### src/rtl/rx_frame_assembler.sv
// Packet assembler: [LEN][payload][CSUM] into a rollback FIFO; optional stats under RX_FRAME_STATS_EN.
// Latency: m_valid rises the cycle after the CSUM byte edge; event pulses are registered (one cycle).
// Backpressure: m_ready stalls reads only; input has none, so packets that cannot fit are dropped (err_ovf).
module rx_frame_assembler #(
    parameter int ADDR_W  = 6,
    parameter int MAX_LEN = 32
) (
    input  logic        clk_x8,
    input  logic        rst,
    input  logic [7:0]  d_in,
    input  logic        d_in_valid,
    input  logic        reframe,
    output logic [7:0]  m_data,
    output logic        m_last,
    output logic        m_valid,
    input  logic        m_ready,
    output logic        pkt_ok,
    output logic        err_csum,
    output logic        err_abort,
    output logic        err_len,
    output logic        err_ovf,
    output logic [15:0] cnt_ok,
    output logic [15:0] cnt_csum,
    output logic [15:0] cnt_abort,
    output logic [15:0] cnt_ovf
);
    localparam int DEPTH = 1 << ADDR_W;
    localparam logic [7:0] MAX_LEN_B = 8'(MAX_LEN);

    typedef enum logic [1:0] {IDLE, PAYLOAD, CHECK, DROP} state_t;

    state_t          state_q, state_d;
    logic [ADDR_W:0] wr_q, wr_d, wr_commit_q, wr_commit_d, rd_q, used;
    logic [7:0]      rem_q, rem_d, sum_q, sum_d, sum_total;
    logic [15:0]     free_cnt;
    logic            we;
    logic            ok_d, csum_d, abort_d, len_d, ovf_d;
    logic [8:0]      mem [0:DEPTH-1];
    logic [8:0]      head;

    assign used      = wr_q - rd_q;
    assign free_cnt  = 16'(DEPTH) - {{(15 - ADDR_W){1'b0}}, used};
    assign sum_total = sum_q + d_in;

    always_comb begin
        state_d     = state_q;
        wr_d        = wr_q;
        wr_commit_d = wr_commit_q;
        rem_d       = rem_q;
        sum_d       = sum_q;
        we          = 1'b0;
        ok_d        = 1'b0;
        csum_d      = 1'b0;
        abort_d     = 1'b0;
        len_d       = 1'b0;
        ovf_d       = 1'b0;
        if (reframe) begin
            // A comma wins over a coincident byte; any partial packet is discarded.
            case (state_q)
                PAYLOAD, CHECK: begin
                    wr_d    = wr_commit_q;
                    abort_d = 1'b1;
                    state_d = IDLE;
                end
                DROP:    state_d = IDLE;
                default: state_d = state_q;
            endcase
        end else if (d_in_valid) begin
            case (state_q)
                IDLE: begin
                    if (d_in == 8'd0 || d_in > MAX_LEN_B) begin
                        len_d   = 1'b1;
                        state_d = DROP;
                    end else if (free_cnt < {8'h00, d_in}) begin
                        ovf_d   = 1'b1;
                        state_d = DROP;
                    end else begin
                        rem_d   = d_in;
                        sum_d   = d_in;
                        state_d = PAYLOAD;
                    end
                end
                PAYLOAD: begin
                    we    = 1'b1;
                    wr_d  = wr_q + 1'b1;
                    sum_d = sum_total;
                    rem_d = rem_q - 8'd1;
                    if (rem_q == 8'd1) state_d = CHECK;
                end
                CHECK: begin
                    if (sum_total == 8'h00) begin
                        wr_commit_d = wr_q;
                        ok_d        = 1'b1;
                    end else begin
                        wr_d   = wr_commit_q;
                        csum_d = 1'b1;
                    end
                    state_d = IDLE;
                end
                default: state_d = state_q;
            endcase
        end
    end

    always_ff @(posedge clk_x8) begin
        if (rst) begin
            state_q     <= IDLE;
            wr_q        <= '0;
            wr_commit_q <= '0;
            rd_q        <= '0;
            rem_q       <= 8'd0;
            sum_q       <= 8'd0;
            pkt_ok      <= 1'b0;
            err_csum    <= 1'b0;
            err_abort   <= 1'b0;
            err_len     <= 1'b0;
            err_ovf     <= 1'b0;
        end else begin
            state_q     <= state_d;
            wr_q        <= wr_d;
            wr_commit_q <= wr_commit_d;
            rem_q       <= rem_d;
            sum_q       <= sum_d;
            if (m_valid && m_ready) rd_q <= rd_q + 1'b1;
            pkt_ok      <= ok_d;
            err_csum    <= csum_d;
            err_abort   <= abort_d;
            err_len     <= len_d;
            err_ovf     <= ovf_d;
        end
    end

    always_ff @(posedge clk_x8) begin
        if (we) mem[wr_q[ADDR_W-1:0]] <= {rem_q == 8'd1, d_in};
    end

    // Output is forced to zero while empty so stale RAM never leaks after reset.
    assign head    = mem[rd_q[ADDR_W-1:0]];
    assign m_valid = (wr_commit_q != rd_q);
    assign m_data  = m_valid ? head[7:0] : 8'h00;
    assign m_last  = m_valid & head[8];

`ifdef RX_FRAME_STATS_EN
    always_ff @(posedge clk_x8) begin
        if (rst) begin
            cnt_ok    <= 16'h0000;
            cnt_csum  <= 16'h0000;
            cnt_abort <= 16'h0000;
            cnt_ovf   <= 16'h0000;
        end else begin
            if (ok_d    && cnt_ok    != 16'hFFFF) cnt_ok    <= cnt_ok    + 16'd1;
            if (csum_d  && cnt_csum  != 16'hFFFF) cnt_csum  <= cnt_csum  + 16'd1;
            if (abort_d && cnt_abort != 16'hFFFF) cnt_abort <= cnt_abort + 16'd1;
            if (ovf_d   && cnt_ovf   != 16'hFFFF) cnt_ovf   <= cnt_ovf   + 16'd1;
        end
    end
`else
    assign cnt_ok    = 16'h0000;
    assign cnt_csum  = 16'h0000;
    assign cnt_abort = 16'h0000;
    assign cnt_ovf   = 16'h0000;
`endif

endmodule
### config.mk
export PLATFORM = sky130hd
export DESIGN_NAME = rx_frame_assembler
export DESIGN_NICKNAME = d
export VERILOG_FILES = /design/src/rtl/rx_frame_assembler.sv
export SDC_FILE = /design/constraint.sdc
export NUM_CORES = 1
export LEC_CHECK = 0
export CAP_MARGIN = 0
export CORE_MARGIN = 5
export CORE_UTILIZATION = 71
export CTS_BUF_LIST = sky130_fd_sc_hd__clkbuf_4 sky130_fd_sc_hd__clkbuf_8
export DETAILED_ROUTE_END_ITERATION = 10
export DONT_BUFFER_PORTS = 1
export PLACE_DENSITY_LB_ADDON = 0.15
export SYNTH_ARGS = -nofsm -noshare
export SYNTH_HDL_FRONTEND = slang
export SYNTH_SLANG_ARGS = --single-unit
### constraint.sdc
create_clock -name clk_x8 -period 5.5 [get_ports clk_x8]
set_input_delay 0.55 -clock clk_x8 [delete_from_list [all_inputs] [get_ports clk_x8]]
set_output_delay 0.55 -clock clk_x8 [all_outputs]
set_load 0.05 [all_outputs]
==> metrics.md, run 1 <==
| Metric | Value |
|---|---|
| Synthesized cell area | `26300 sq um` |
| Antenna cells | `0` |
| Die area | `40900 sq um` |
| Final setup fails | `0` |
| CTS tree | `yes` |
| Netlist cell types | `68` |
| Area leader, netlist | `edfxtp_1` |
| Startpoint types | `register` |
| Die width | `202 um` |
| P_int | `7.44 mW` |
| Outcome | `complete, no violations` |
| Async SR Flop Fraction | `0%` |
| Final WL | `58200 um` |
| Clock Tree Root | `clkbuf_8` |
| Slew Viols, Final | `0` |
| Maximum fanout along the worst path | `42` |
| # IOs | `92` |
| Post_cts resized | `0` |
| Final instance area | `28600 sq um` |
| Maximum number of pins on one net before global-route repair | `65` |
| Measured slew at the worst slew-check pin | `1.09 ns` |
| Vias in the first global route | `13500` |
| Max Fclk | `223 MHz` |
| Critical path's most frequent cell | `mux4_2` |
| Filler cell count | `1867` |
| Flop pwr share | `54.5%` |
| Final hold vios | `0` |
| Worst Hold Class | `input pin to register` |
| Sw power | `2.14 mW` |
| Initial Util | `71.9%` |
| WL/cell | `29.0 um` |
| Area delta synth->final | `9.01%` |
| Fin nets | `1508` |
| FF/Latch Area | `18300 sq um` |
| Initial drt markers | `1833` |
| Worst Path Arrival | `3.94 ns` |
| Worst VDD drop | `0.232 mV` |
| Clk_skew | `0.0391 ns` |
| R2R setup slack | `1.12 ns` |
| DRC | `0` |
| Cts bufs inserted | `92` |
| Ys Warns | `0` |
| Global-route wire length before repair | `87000 um` |
| P_leak | `9.18 nW` |
| DRT Pass-1 Iters | `6` |
| Max cap viols | `0` |
| Gate power share | `5.4%` |
| CP delay by family, top | `multiplexers` |
| Relative slew slack | `26.9%` |
| Die Span Y | `202 um` |
| Fin crit share | `81.6%` |
| Multi-input gate area | `7300 sq um` |
| Crit-path max cell delay | `0.85 ns` |
| Worst path cell trace | `buf_12 -> mux4_2 -> mux4_2 -> mux4_2 -> nor2b_1` |
| Post-DRT Antenna Nets | `0` |
| Gr usage total | `29.1%` |
| Via/cell ratio | `6.83` |
| Total grt overflow | `0` |
| Crit Path Class | `register to output pin` |
| Worst path bufs/invs | `1` |
| RSZ-0062 raised after global routing | `no` |
| Switching Fraction | `22.4%` |
| Core footprint | `36500 sq um` |
| Yosys reg bits | `626` |
| Top FF cell, synth | `edfxtp_1` |
| Post-route minimum period | `4.49 ns` |
| H-tree depth | `3` |
| Slowest-stage cell, CP | `dfxtp_4` |
| Syn Inst Count | `1417` |
| Placement Cell Area | `26500 sq um` |
| Post-synth EDFFs | `576` |
| Hpwl dp | `34000 um` |
| Floorplan row count | `70` |
| CP Data Required Time | `4.95 ns` |
| Clk pwr share | `40.1%` |
| CTS Buffer Depth | `3` |
| Share of layout cells above drive strength 1 | `24.7%` |
| GPL Wtd Cong | `0.829` |
| Clk sink count | `626` |
| Mean area per synthesized cell | `18.5 sq um` |
| PortBufs | `0` |
| Share of the yosys chip area belonging to registers | `69.7%` |
| Setup TNS | `0 ns` |
| Post-synth top area share | `65.9%` |
| Clock Latency Late Sink | `0.67 ns` |
| Routed vias | `13700` |
| Largest cells by area after synthesis | `edfxtp_1, mux4_2, dfxtp_1` |
| Clk pin slew, worst setup/hold paths | `0.06 ns` |
| Initial antenna violation count | `2` |
| Pwr dens | `335 nW/um^2` |
| CP endpoint kind | `output pin` |
## per-layer routing
layer / vias up / GRT usage (%) / part of all wire, %
met1: 6939 / 42.1 / 37
met2: 910 / 45.1 / 48
li1: 5700 / - / -
met3: 141 / 6.14 / 11
met5: - / 0 / 0.022
met4: 2 / 11.1 / 4.0
## logic make-up after synthesis
logic type      synth area share [%]
flops                           69.7
buf+inv                         3.45
xor+xnor                       0.867
compound gates                  2.99
other cells                   0.0143
simple gates                    4.54
mux                             16.9
fa+ha+maj                       1.53
## per-stage QoR
stage	hold WS, ns	instances	setup WS, ns	power (mW)	utilization [%]
after floorplan	0.457	1480	1.80	5.71	-
after global placement	0.470	1827	1.41	5.73	72.4
after detailed placement	0.482	1827	1.26	5.74	72.4
after CTS	0.00929	2006	0.928	9.61	78.4
after global routing	0.0392	2006	0.812	9.91	78.4
final	0.0454	2006	1.01	9.58	78.4
## layout by cell type, fill, tap and decap left out, types with 5 or more instances in the layout
master	n
edfxtp_1	576
mux4_2	189
nor2_1	114
clkbuf_8	100
conb_1	64
dfxtp_1	46
inv_1	31
ha_1	29
nand2_1	27
a21oi_1	27
clkbuf_4	23
nor3_1	20
clkinv_2	20
nor2b_1	18
mux2i_1	18
o21ai_0	17
xnor2_1	16
clkinv_1	14
nand3_1	13
nand4_1	11
xor2_1	10
a211oi_1	8
buf_16	8
buf_4	8
and3_1	7
o22ai_1	7
o21a_1	6
o21ai_1	6
nor3b_1	6
a221oi_1	6
a21o_1	5
nand2b_1	5
bufinv_16	5
buf_12	5
## power groups by stage
stage          combinational, mW  sequential (mW)  clock [mW]
6_report                   0.520             5.22        3.84
5_1_grt                    0.565             5.22        4.12
4_1_cts                    0.511             5.22        3.88
3_5_place_dp               0.419             5.32           0
3_3_place_gp               0.408             5.32           0
2_1_floorplan              0.395             5.32           0
## worst paths after layout
| path | to | start | depth (start not counted) |
|---|---|---|---|
| worst min register to register | rem_q[7] | rem_q[7] | 1 |
| worst max register to register | rem_q[4] | wr_q[0] | 15 |
| worst min-delay path | err_abort | reframe | 1 |
| worst max-delay path | m_data[3] | register | 5 |
## final cells by class
type                    count  area share (%)
repair buffers             23            1.40
clock inverters            45            1.28
well taps                 468            2.05
flip-flops and latches    626            63.9
multi-input cells         689            25.5
inverters                  32           0.420
clock buffers             123            5.41
## synth_stat cells (10+ instances only)
master,instances
nor2b_1,18
inv_1,31
nand4_1,11
mux4_2,189
edfxtp_1,576
o21ai_0,17
xnor2_1,16
a21oi_1,27
nor2_1,114
mux2i_1,18
clkbuf_1,42
xor2_1,10
buf_4,69
ha_1,29
dfxtp_1,50
nand2_1,27
nor3_1,20
buf_2,11
nand3_1,13
## state kept, by name (all words and copies together), names as in the netlist, named ones only
register and flops:
err_abort 1, rd_q 7, wr_q 7, rem_q 8
mem 576, sum_q 8, wr_commit_q 7, err_csum 1
err_ovf 1, state_q 2, err_len 1, pkt_ok 1
## worst register-to-register path: stages, from the launching register on
cell and delay, ns:
dfxtp_1 0.47, inv_1 0.15, ha_1 0.24, fa_1 0.40, nor2b_1 0.25, o2111ai_1 0.18, o32a_1 0.22, o22a_1 0.19
nor3_1 0.22, xnor2_1 0.10, ha_1 0.30, nand4_1 0.10, o31ai_1 0.48, a21o_1 0.51, o22ai_1 0.18, a32o_1 0.29
## timing repair
item,CTS,global route
endpoints found under the hold margin,542,0
hold buffers,11,0
buffers inserted,0,0
endpoints found under the setup margin,0,0
No activity file was read; power rests on OpenSTA's default activity.
==> inputs of run 2 (changes only) <==
Settings changed: CORE_UTILIZATION 71 to 60.
Clock period 5.5 ns to 4.1 ns, I/O delays scaled along.
==> run 2 against run 1 <==
Against the previous run: critical path depth is 10 higher; sequential power is 34% higher; cell area is 2.1% higher; register-to-register slack worse by 0.94 ns; global-route usage is 3.7 points lower; largest cell class unchanged.
==> metrics.md, run 2 (same netlist as run 1, synthesis figures left out) <==
| Metric | Value |
|---|---|
| Outcome | `complete, no violations` |
| R2R setup slack | `0.18 ns (-0.94 ns)` |
| Measured slew at the worst slew-check pin | `1.03 ns (-0.0549 ns)` |
| # IOs | `92 (unchanged)` |
| H-tree depth | `3 (unchanged)` |
| Clk sink count | `626 (unchanged)` |
| CP endpoint | `sum_q[4]` |
| Initial antenna violation count | `2 (unchanged)` |
| Worst Path Arrival | `4.49 ns (+0.55 ns)` |
| Final WS setup | `0.177 ns (-0.834 ns)` |
| Worst path cell trace | `inv_1 -> ha_1 -> and3b_1 -> or3_1 -> o32a_1 -> o22a_1 -> nor3_1 -> xnor2_1 -> ha_1 -> nand4_1 -> o31ai_1 -> a21o_1 -> buf_4 -> nor3_1 -> a211oi_1` |
| GPL Wtd Cong | `0.813 (-2.0%)` |
| Floorplan row count | `76 (+8.6%)` |
| Max FFs per register | `576 (unchanged)` |
| WL/cell | `27.2 um (-6.4%)` |
| Final hold vios | `0 (unchanged)` |
| Most frequent cells in the layout | `edfxtp_1, mux4_2, nor2_1, clkbuf_8, buf_4` |
| Global-route wire length before repair | `89000 um (+2.3%)` |
| Reg2reg end | `sum_q[4]` |
| Crit Path Class | `register to register` |
| Final setup fails | `0 (unchanged)` |
| Worst VDD drop | `0.233 mV (+0.67%)` |
| CP endpoint kind | `register` |
| RSZ-0062 raised after global routing | `no` |
| PortBufs | `0 (unchanged)` |
| Slowest-stage cell, CP | `a21o_1` |
| Hpwl dp | `35700 um (+5.1%)` |
| Worst Hold Class | `input pin to register` |
| Critical path depth in cells | `15 (+10)` |
| CTS tree | `yes` |
| DRC | `0 (unchanged)` |
| Worst path bufs/invs | `2 (+1)` |
| Placed cells | `2006 (+9.8%)` |
| Final WL | `59300 um (+1.9%)` |
| Core footprint | `43200 sq um (+18%)` |
| Maximum number of pins on one net before global-route repair | `68 (+4.6%)` |
| Share of layout cells above drive strength 1 | `27.0% (+2.3 points)` |
| Pwr dens | `431 nW/um^2 (+29%)` |
| Vias in the first global route | `13700 (+1.8%)` |
| P_leak | `9.47 nW (+3.2%)` |
| Clock Tree Root | `clkbuf_8` |
| Die width | `219 um (+8.3%)` |
| CP delay by family, top | `compound AO/OA/AOI/OAI gates` |
| Total grt overflow | `0 (unchanged)` |
| Startpoint types | `register` |
| Area delta synth->final | `11.3%` |
| Final Non-Filler Cells | `2184 (+8.9%)` |
| Max Fclk | `255 MHz` |
| Max cap viols | `0 (unchanged)` |
| Relative slew slack | `30.6% (+3.7 points)` |
| Slew Viols, Final | `0 (unchanged)` |
| Cts bufs inserted | `94 (+2.2%)` |
| Fin crit share | `95.7%` |
| Clk pin slew, worst setup/hold paths | `0.06 ns (about the same)` |
| Initial Util | `60.8% (-11 points)` |
| Die Span Y | `219 um (+8.3%)` |
| Routed vias | `13600 (-0.88%)` |
| CTS Buffer Depth | `3 (unchanged)` |
| Die area | `48100 sq um (+17%)` |
| Via/cell ratio | `6.21 (-9.0%)` |
| Maximum fanout along the worst path | `13 (-69%)` |
| Clock Latency Late Sink | `0.66 ns (about the same)` |
| Post-route minimum period | `3.92 ns` |
| DRT Pass-1 Iters | `5 (-1)` |
| Gr usage total | `25.4% (-3.7 points)` |
| Fin nets | `1577 (+4.6%)` |
| Commonest non-fill, non-tap cell in the layout | `edfxtp_1` |
| DP Worst Slack | `-0.0553 ns (-1.32 ns)` |
| Post-DRT Antenna Nets | `0 (unchanged)` |
| Crit-path max cell delay | `0.46 ns (-0.39 ns)` |
| R2R cell count | `15 (unchanged)` |
| Worst r2r src | `rd_q[2]` |
| Initial drt markers | `1462 (-20%)` |
| Setup crit start | `rd_q[2]` |
| CP Data Required Time | `4.67 ns (-0.28 ns)` |
| Clk_skew | `0.0231 ns (-0.0160 ns)` |
| Hold depth | `2 (+1)` |
[run 2: cell count changes in the layout (fill, tap and decap cells not counted), moves of 2 or more]
cell / delta
inv_6: -2
dlygate4sd3_1: +3
clkinv_1: +7
inv_8: -3
bufinv_16: -2
buf_12: +6
clkinv_2: -6
buf_4: +58
clkbuf_4: +2
clkbuf_8: -3
[run 2: how the worst min path moves through the flow]
stage / start / endpoint / slack, ns
after floorplan: rem_q[7] / rem_q[7] / 0.46
after global placement: rem_q[7] / rem_q[7] / 0.47
after detailed placement: state_q[1] / state_q[1] / 0.48
after CTS: d_in[5] / rem_q[5] / 0.02
after global routing: d_in[3] / rem_q[3] / 0.04
final: d_in[3] / rem_q[3] / 0.06
[run 2: per-layer routing]
| layer | share of wire (%) | global-route usage [%] | up-vias |
|---|---|---|---|
| li1 | - | - | 5825 |
| met1 | 40 | 36.4 | 7042 |
| met2 | 50 | 40.9 | 617 |
| met3 | 8.4 | 5.19 | 85 |
| met4 | 1.9 | 6.70 | 2 |
| met5 | 0.022 | 0 | - |
[run 2: what timing repair did]
action / CTS / global route
endpoints found under the hold margin: 557 / 0
hold buffers: 14 / 0
endpoints found under the setup margin: 16 / 12
buffers inserted: 2 / 0
resized for setup: 1 / 3
[run 2: metrics by stage]
| stage | area [sq um] | hold WS [ns] | power, mW | TNS (ns) | utilization [%] |
|---|---|---|---|---|---|
| after floorplan | 26500 | 0.457 | 7.66 | 0 | - |
| after global placement | 27100 | 0.471 | 7.71 | 0 | 62.9 |
| after CTS | 29200 | 0.0215 | 12.7 | 0 | 67.7 |
| after detailed placement | 27100 | 0.476 | 7.72 | -0.249 | 62.9 |
| after global routing | 29200 | 0.0402 | 13.1 | 0 | 67.7 |
| final | 29200 | 0.0605 | 12.6 | 0 | 67.7 |
[run 2: where the power goes]
part | total, mW | internal (mW) | switching [mW] | leakage (nW)
Sequential | 6.99 | 6.98 | 0.0184 | 5.65
Clock | 4.88 | 2.60 | 2.28 | 0.941
Combinational | 0.737 | 0.225 | 0.511 | 2.88
Total | 12.6 | 9.80 | 2.81 | 9.47
[run 2: layout make-up]
cell class,count,area [sq um]
Antenna cell,1,2.50
Clock buffer,122,1520
Clock inverter,39,250
Fill cell,2847,13900
Inverter,32,120
Multi-Input combinational cell,689,7320
Sequential cell,626,18300
Tap cell,585,732
Timing Repair Buffer,90,986
